`src/rtl/sr_latch_if.sv`:
```
// sr_latch_if: active-low S/R strobes in, registered Q/Qbar/illegal out.
// illegal_cnt exists only with SR_LATCH_ILLEGAL_CNT_EN defined.
interface sr_latch_if #(
   parameter int CNT_W = 8
);
   if (CNT_W < 1) begin : g_bad_cnt_w
      $error("CNT_W must be at least 1");
   end

   logic S;
   logic R;
   logic Q;
   logic Qbar;
   logic illegal;
`ifdef SR_LATCH_ILLEGAL_CNT_EN
   logic [CNT_W-1:0] illegal_cnt;

   modport master (
      output S, R,
      input  Q, Qbar, illegal, illegal_cnt
   );
   modport slave (
      input  S, R,
      output Q, Qbar, illegal, illegal_cnt
   );
`else
   modport master (
      output S, R,
      input  Q, Qbar, illegal
   );
   modport slave (
      input  S, R,
      output Q, Qbar, illegal
   );
`endif
endinterface

```
`src/rtl/sr_latch.sv`:
```
// sr_latch: clocked NAND-style SR latch with synchronised active-low S/R.
// Define SR_LATCH_ILLEGAL_CNT_EN to add the saturating illegal_cnt counter.
module sr_latch #(
   parameter int SYNC_STAGES   = 2,
   parameter int FORBID_POLICY = 0,
   parameter int CNT_W         = 8
) (
   input logic       clk,
   input logic       rst_n,
   sr_latch_if.slave bus
);
   if (SYNC_STAGES < 0 || SYNC_STAGES > 3) begin : g_bad_sync
      $error("SYNC_STAGES must be 0..3");
   end
   if (FORBID_POLICY < 0 || FORBID_POLICY > 3) begin : g_bad_pol
      $error("FORBID_POLICY must be 0..3");
   end
   if (CNT_W < 1) begin : g_bad_cnt_w
      $error("CNT_W must be at least 1");
   end

   logic s_q;
   logic r_q;

   if (SYNC_STAGES == 0) begin : g_direct
      assign s_q = bus.S;
      assign r_q = bus.R;
   end else begin : g_sync
      logic [SYNC_STAGES-1:0] s_ff;
      logic [SYNC_STAGES-1:0] r_ff;

      // Reset to 1 so the chain reads as "hold" after release
      always_ff @(posedge clk or negedge rst_n) begin
         if (!rst_n) begin
            s_ff <= '1;
            r_ff <= '1;
         end else begin
            s_ff[0] <= bus.S;
            r_ff[0] <= bus.R;
            for (int i = 1; i < SYNC_STAGES; i++) begin
               s_ff[i] <= s_ff[i-1];
               r_ff[i] <= r_ff[i-1];
            end
         end
      end

      assign s_q = s_ff[SYNC_STAGES-1];
      assign r_q = r_ff[SYNC_STAGES-1];
   end

   logic do_hold;
   logic do_set;
   logic do_clr;
   logic do_forbid;

   assign do_hold   =  s_q &  r_q;
   assign do_set    = ~s_q &  r_q;
   assign do_clr    =  s_q & ~r_q;
   assign do_forbid = ~s_q & ~r_q;

   logic state;

   always_ff @(posedge clk or negedge rst_n) begin
      if (!rst_n) begin
         state       <= 1'b0;
         bus.Q       <= 1'b0;
         bus.Qbar    <= 1'b1;
         bus.illegal <= 1'b0;
      end else begin
         bus.illegal <= do_forbid;
         unique case (1'b1)
            do_hold: begin
               bus.Q    <= state;
               bus.Qbar <= ~state;
            end
            do_set: begin
               state    <= 1'b1;
               bus.Q    <= 1'b1;
               bus.Qbar <= 1'b0;
            end
            do_clr: begin
               state    <= 1'b0;
               bus.Q    <= 1'b0;
               bus.Qbar <= 1'b1;
            end
            do_forbid: begin
               // Policy 0 mirrors the gates: both NAND outputs high
               case (FORBID_POLICY)
                  0: begin
                     bus.Q    <= 1'b1;
                     bus.Qbar <= 1'b1;
                  end
                  1: begin
                     bus.Q    <= state;
                     bus.Qbar <= ~state;
                  end
                  2: begin
                     state    <= 1'b0;
                     bus.Q    <= 1'b0;
                     bus.Qbar <= 1'b1;
                  end
                  default: begin
                     state    <= 1'b1;
                     bus.Q    <= 1'b1;
                     bus.Qbar <= 1'b0;
                  end
               endcase
            end
            default: begin
               bus.Q    <= state;
               bus.Qbar <= ~state;
            end
         endcase
      end
   end

`ifdef SR_LATCH_ILLEGAL_CNT_EN
   // Counts entries only: the cycle illegal is about to rise
   always_ff @(posedge clk or negedge rst_n) begin
      if (!rst_n) begin
         bus.illegal_cnt <= '0;
      end else if (do_forbid && !bus.illegal
                   && bus.illegal_cnt != '1) begin
         bus.illegal_cnt <= bus.illegal_cnt + CNT_W'(1);
      end
   end
`endif

endmodule

```
`src/flat_wrapper.sv`:
```
// flat-port wrapper written by rule: the top's interface ports become plain ports
module sr_latch_flat 
#(
   parameter int SYNC_STAGES   = 2,
   parameter int FORBID_POLICY = 0,
   parameter int CNT_W         = 8
)
  (clk, rst_n, bus_S, bus_R, bus_Q, bus_Qbar, bus_illegal);
  sr_latch_if #(.CNT_W(CNT_W)) bus_i ();
  input logic clk;
  input logic rst_n;
  input wire logic [$bits(bus_i.S)-1:0] bus_S;
  input wire logic [$bits(bus_i.R)-1:0] bus_R;
  output wire logic [$bits(bus_i.Q)-1:0] bus_Q;
  output wire logic [$bits(bus_i.Qbar)-1:0] bus_Qbar;
  output wire logic [$bits(bus_i.illegal)-1:0] bus_illegal;
  assign bus_i.S = bus_S;
  assign bus_i.R = bus_R;
  assign bus_Q = bus_i.Q;
  assign bus_Qbar = bus_i.Qbar;
  assign bus_illegal = bus_i.illegal;
  sr_latch #(.SYNC_STAGES(SYNC_STAGES), .FORBID_POLICY(FORBID_POLICY), .CNT_W(CNT_W)) u_core (.clk(clk), .rst_n(rst_n), .bus(bus_i));
endmodule
```
`config.mk`:
```
export PLATFORM = sky130hd
export DESIGN_NAME = sr_latch_flat
export DESIGN_NICKNAME = d
export VERILOG_FILES = /design/src/rtl/sr_latch_if.sv /design/src/rtl/sr_latch.sv /design/src/flat_wrapper.sv
export SDC_FILE = /design/constraint.sdc
export NUM_CORES = 1
export LEC_CHECK = 0
export ABC_CLOCK_PERIOD_IN_PS = 2620
export CAP_MARGIN = 20
export CORE_AREA = 2 2 39 41
export DETAILED_ROUTE_END_ITERATION = 8
export DIE_AREA = 0 0 41 43
export PLACE_DENSITY = 0.52
export SETUP_SLACK_MARGIN = 0.02
export SLEW_MARGIN = 20
export SYNTH_ARGS = -nofsm -noshare
export SYNTH_HDL_FRONTEND = slang
export SYNTH_SLANG_ARGS = --single-unit
```
`constraint.sdc`:
```
create_clock -name clk -period 2.62 [get_ports clk]
set_input_delay 0.786 -clock clk [delete_from_list [all_inputs] [get_ports clk]]
set_output_delay 0.786 -clock clk [all_outputs]
set_load 0.02 [all_outputs]
```
==> out/qor.txt <==
Status -> finished clean
GPL Wtd Cong -> 0.5306
Hold Crit Endpoint -> u_core.g_sync.s_ff[1]$_DFF_PN1_
Chip Height -> 43 um
Vias in the first global route -> 168
Flops & latches, synth -> 8
Layout area overhead -> 36.17%
CP arrival -> 1340 ps
Critical path launch point type -> register
Setup TNS -> 0 ps
Row count -> 14
Grt total ovfl -> 0
First-pass GRT wire length -> 641 um
Worst slack, placed -> 753.1 ps
Actual slew at the worst max-slew pin -> 356.5 ps
Crit path largest cell delay -> 590 ps
Remaining routing DRC violations -> 0
Hold path startpoint -> u_core.g_sync.s_ff[0]$_DFF_PN1_
CP bufs+invs -> 1
Worst Setup Slack, final -> 491.3 ps
Top cells by area, synth -> dfstp_2 45%, dfrtp_1 26%, ha_1 17%
Largest net degree at the start of global routing -> 9
Post-layout util -> 28.93%
Crit path capture type -> output port
Critical path data required time -> 1830 ps
CP max FO -> 1
Pwr dens -> 682.0 nW/um^2
Crit share post-route -> 81.25%
Yosys cell types -> 9
Avg Cell Area, Syn -> 14.70 sq um
Die width -> 41 um
Die ar. -> 1763 sq um
Slowest cell on the critical path -> clkdlybuf4s50_1
Worst R2R Path Depth -> 3
Crit path cell chain -> clkdlybuf4s50_1
Post-layout nets -> 39
RR Endpoint -> u_core.bus.Qbar$_DFF_PN1_
Reg2reg setup slack -> 1440 ps
RSZ-0062 raised after global routing -> false
Clock-pin slew on the worst setup and hold paths -> 50 ps
CTS tree -> yes
Mapped Nets -> 28
Max-slew headroom -> 76.16%
I/O Buffers -> 6
Antenna Nets Post-Route -> 0
Non-Filler Instances -> 46
Post-synth design cell area -> 294.0 sq um
Fin. max-slew vios -> 0
Min cycle time layout -> 2129 ps
Tot Pwr -> 273.1 uW
Reg-to-reg startpoint -> u_core.g_sync.r_ff[1]$_DFF_PN1_
Setup Skew -> 8.383 ps
Post-CTS Setup Bufs -> 0
Max VDD drop -> 0.2168 mV
Clk root buf -> clkbuf_4
Synth Instances -> 20
CTS sink cnt -> 8
Starting density of the core -> 21.25%
Fmax -> 469.8 MHz
Final setup vio count -> 0
Clock tree buffer depth -> 2
H-tree depth -> 1
Total global-route track usage -> 5.984%
Initial antenna violation count -> 0
Inserted Diodes -> 0
Area of the core -> 1384 sq um
Dominant delay contributor by cell family on the critical path -> buffers and inverters
Vias post-DR -> 175
Sequential fraction of the synthesis area -> 70.21%
Most common cell after layout, fill and taps aside -> clkdlybuf4s50_1
Skew-Pair Late Insertion Delay -> 250 ps
Yosys top cell area share -> 44.68%
# hold bufs at CTS -> 0
Hold Path Class -> register to register
Share of layout cells above drive strength 1 -> 26.67%
Io pins -> 7
LEAKAGE -> 0.1773 nW
Ys Warns -> 0
First-pass DRT Iterations -> 4
Total CTS buffers -> 3
First DRT Iteration DRCs -> 3
Final Hold Fails -> 0
Final WL -> 393 um
Yosys top cell by area -> dfstp_2
Post-CTS Resized -> 0
Drt wl/cell -> 8.543 um
Vias/cell -> 3.804
Commonest cells after routing, fill and taps aside -> 6 x clkdlybuf4s50_1, 5 x dfstp_2, 4 x ha_1
Hold path depth -> 0
Worst Path Class, Setup -> register to output port
Inst Count DP -> 42
MaxCap Viol Count -> 0
sequential cells by signal, summed over array words and instances, names as in the netlist:
signal / flops
u_core.g_sync.r_ff: 2
u_core.bus.Q: 1
u_core.bus.illegal: 1
u_core.g_sync.s_ff: 2
u_core.state: 1
u_core.bus.Qbar: 1
per-layer routing:
layer,wire length (um),vias up,global-route usage (%)
li1,-,82,-
met1,153,86,5.980
met2,203,7,8.125
met3,37,0,3.141
met4,0,0,6.000
met5,0,-,0
Yosys cell counts:
library cell / count
a21oi_1: 1
ha_1: 4
nand2_1: 1
o21ai_0: 1
nor2_1: 2
dfrtp_1: 3
dfstp_2: 5
o31a_1: 1
inv_1: 2
area by class of cell:
| cell class | instances | area [sq um] |
|---|---|---|
| fill | 146 | 983.4 |
| sequential | 8 | 206.4 |
| multi-input combinational | 10 | 80.08 |
| timing repair buffer | 6 | 60.06 |
| clock buffer | 4 | 26.28 |
| tap | 16 | 20.02 |
| inverter | 2 | 7.507 |
worst max path at each step:
stage	start	endpoint	slack [ps]	cells after the start
2_1_floorplan	u_core.bus.Qbar$_DFF_PN1_	bus_Qbar	1280	0
3_3_place_gp	u_core.bus.Qbar$_DFF_PN1_	bus_Qbar	750	1
3_5_place_dp	u_core.bus.Qbar$_DFF_PN1_	bus_Qbar	750	1
4_1_cts	u_core.bus.Qbar$_DFF_PN1_	bus_Qbar	480	1
5_1_grt	u_core.bus.Qbar$_DFF_PN1_	bus_Qbar	460	1
6_report	u_core.bus.Qbar$_DFF_PN1_	bus_Qbar	490	1
per-stage QoR:
| step | hold WS [ps] | instance area, sq um |
|---|---|---|
| 2_1_floorplan | 345.2 | 294.0 |
| 3_3_place_gp | 346.7 | 374.1 |
| 3_5_place_dp | 348.2 | 374.1 |
| 4_1_cts | 355.7 | 400.4 |
| 5_1_grt | 359.1 | 400.4 |
| 6_report | 356.5 | 400.4 |
kinds of logic after synthesis:
group / count (synthesis) / synth area share (%)
flops: 8 / 70.21
compound gates: 3 / 6.380
buf+inv: 2 / 2.554
simple gates: 3 / 3.830
fa+ha+maj: 4 / 17.02
where the power goes:
| group | leakage (nW) | switching, mW | internal [mW] |
|---|---|---|---|
| logic | 0.0749 | 0.0148 | 0.0160 |
| clock network | 0.0150 | 0.0437 | 0.0584 |
| registers | 0.0875 | 0.00371 | 0.136 |
Note: power is estimated with default switching activity, not from simulation.
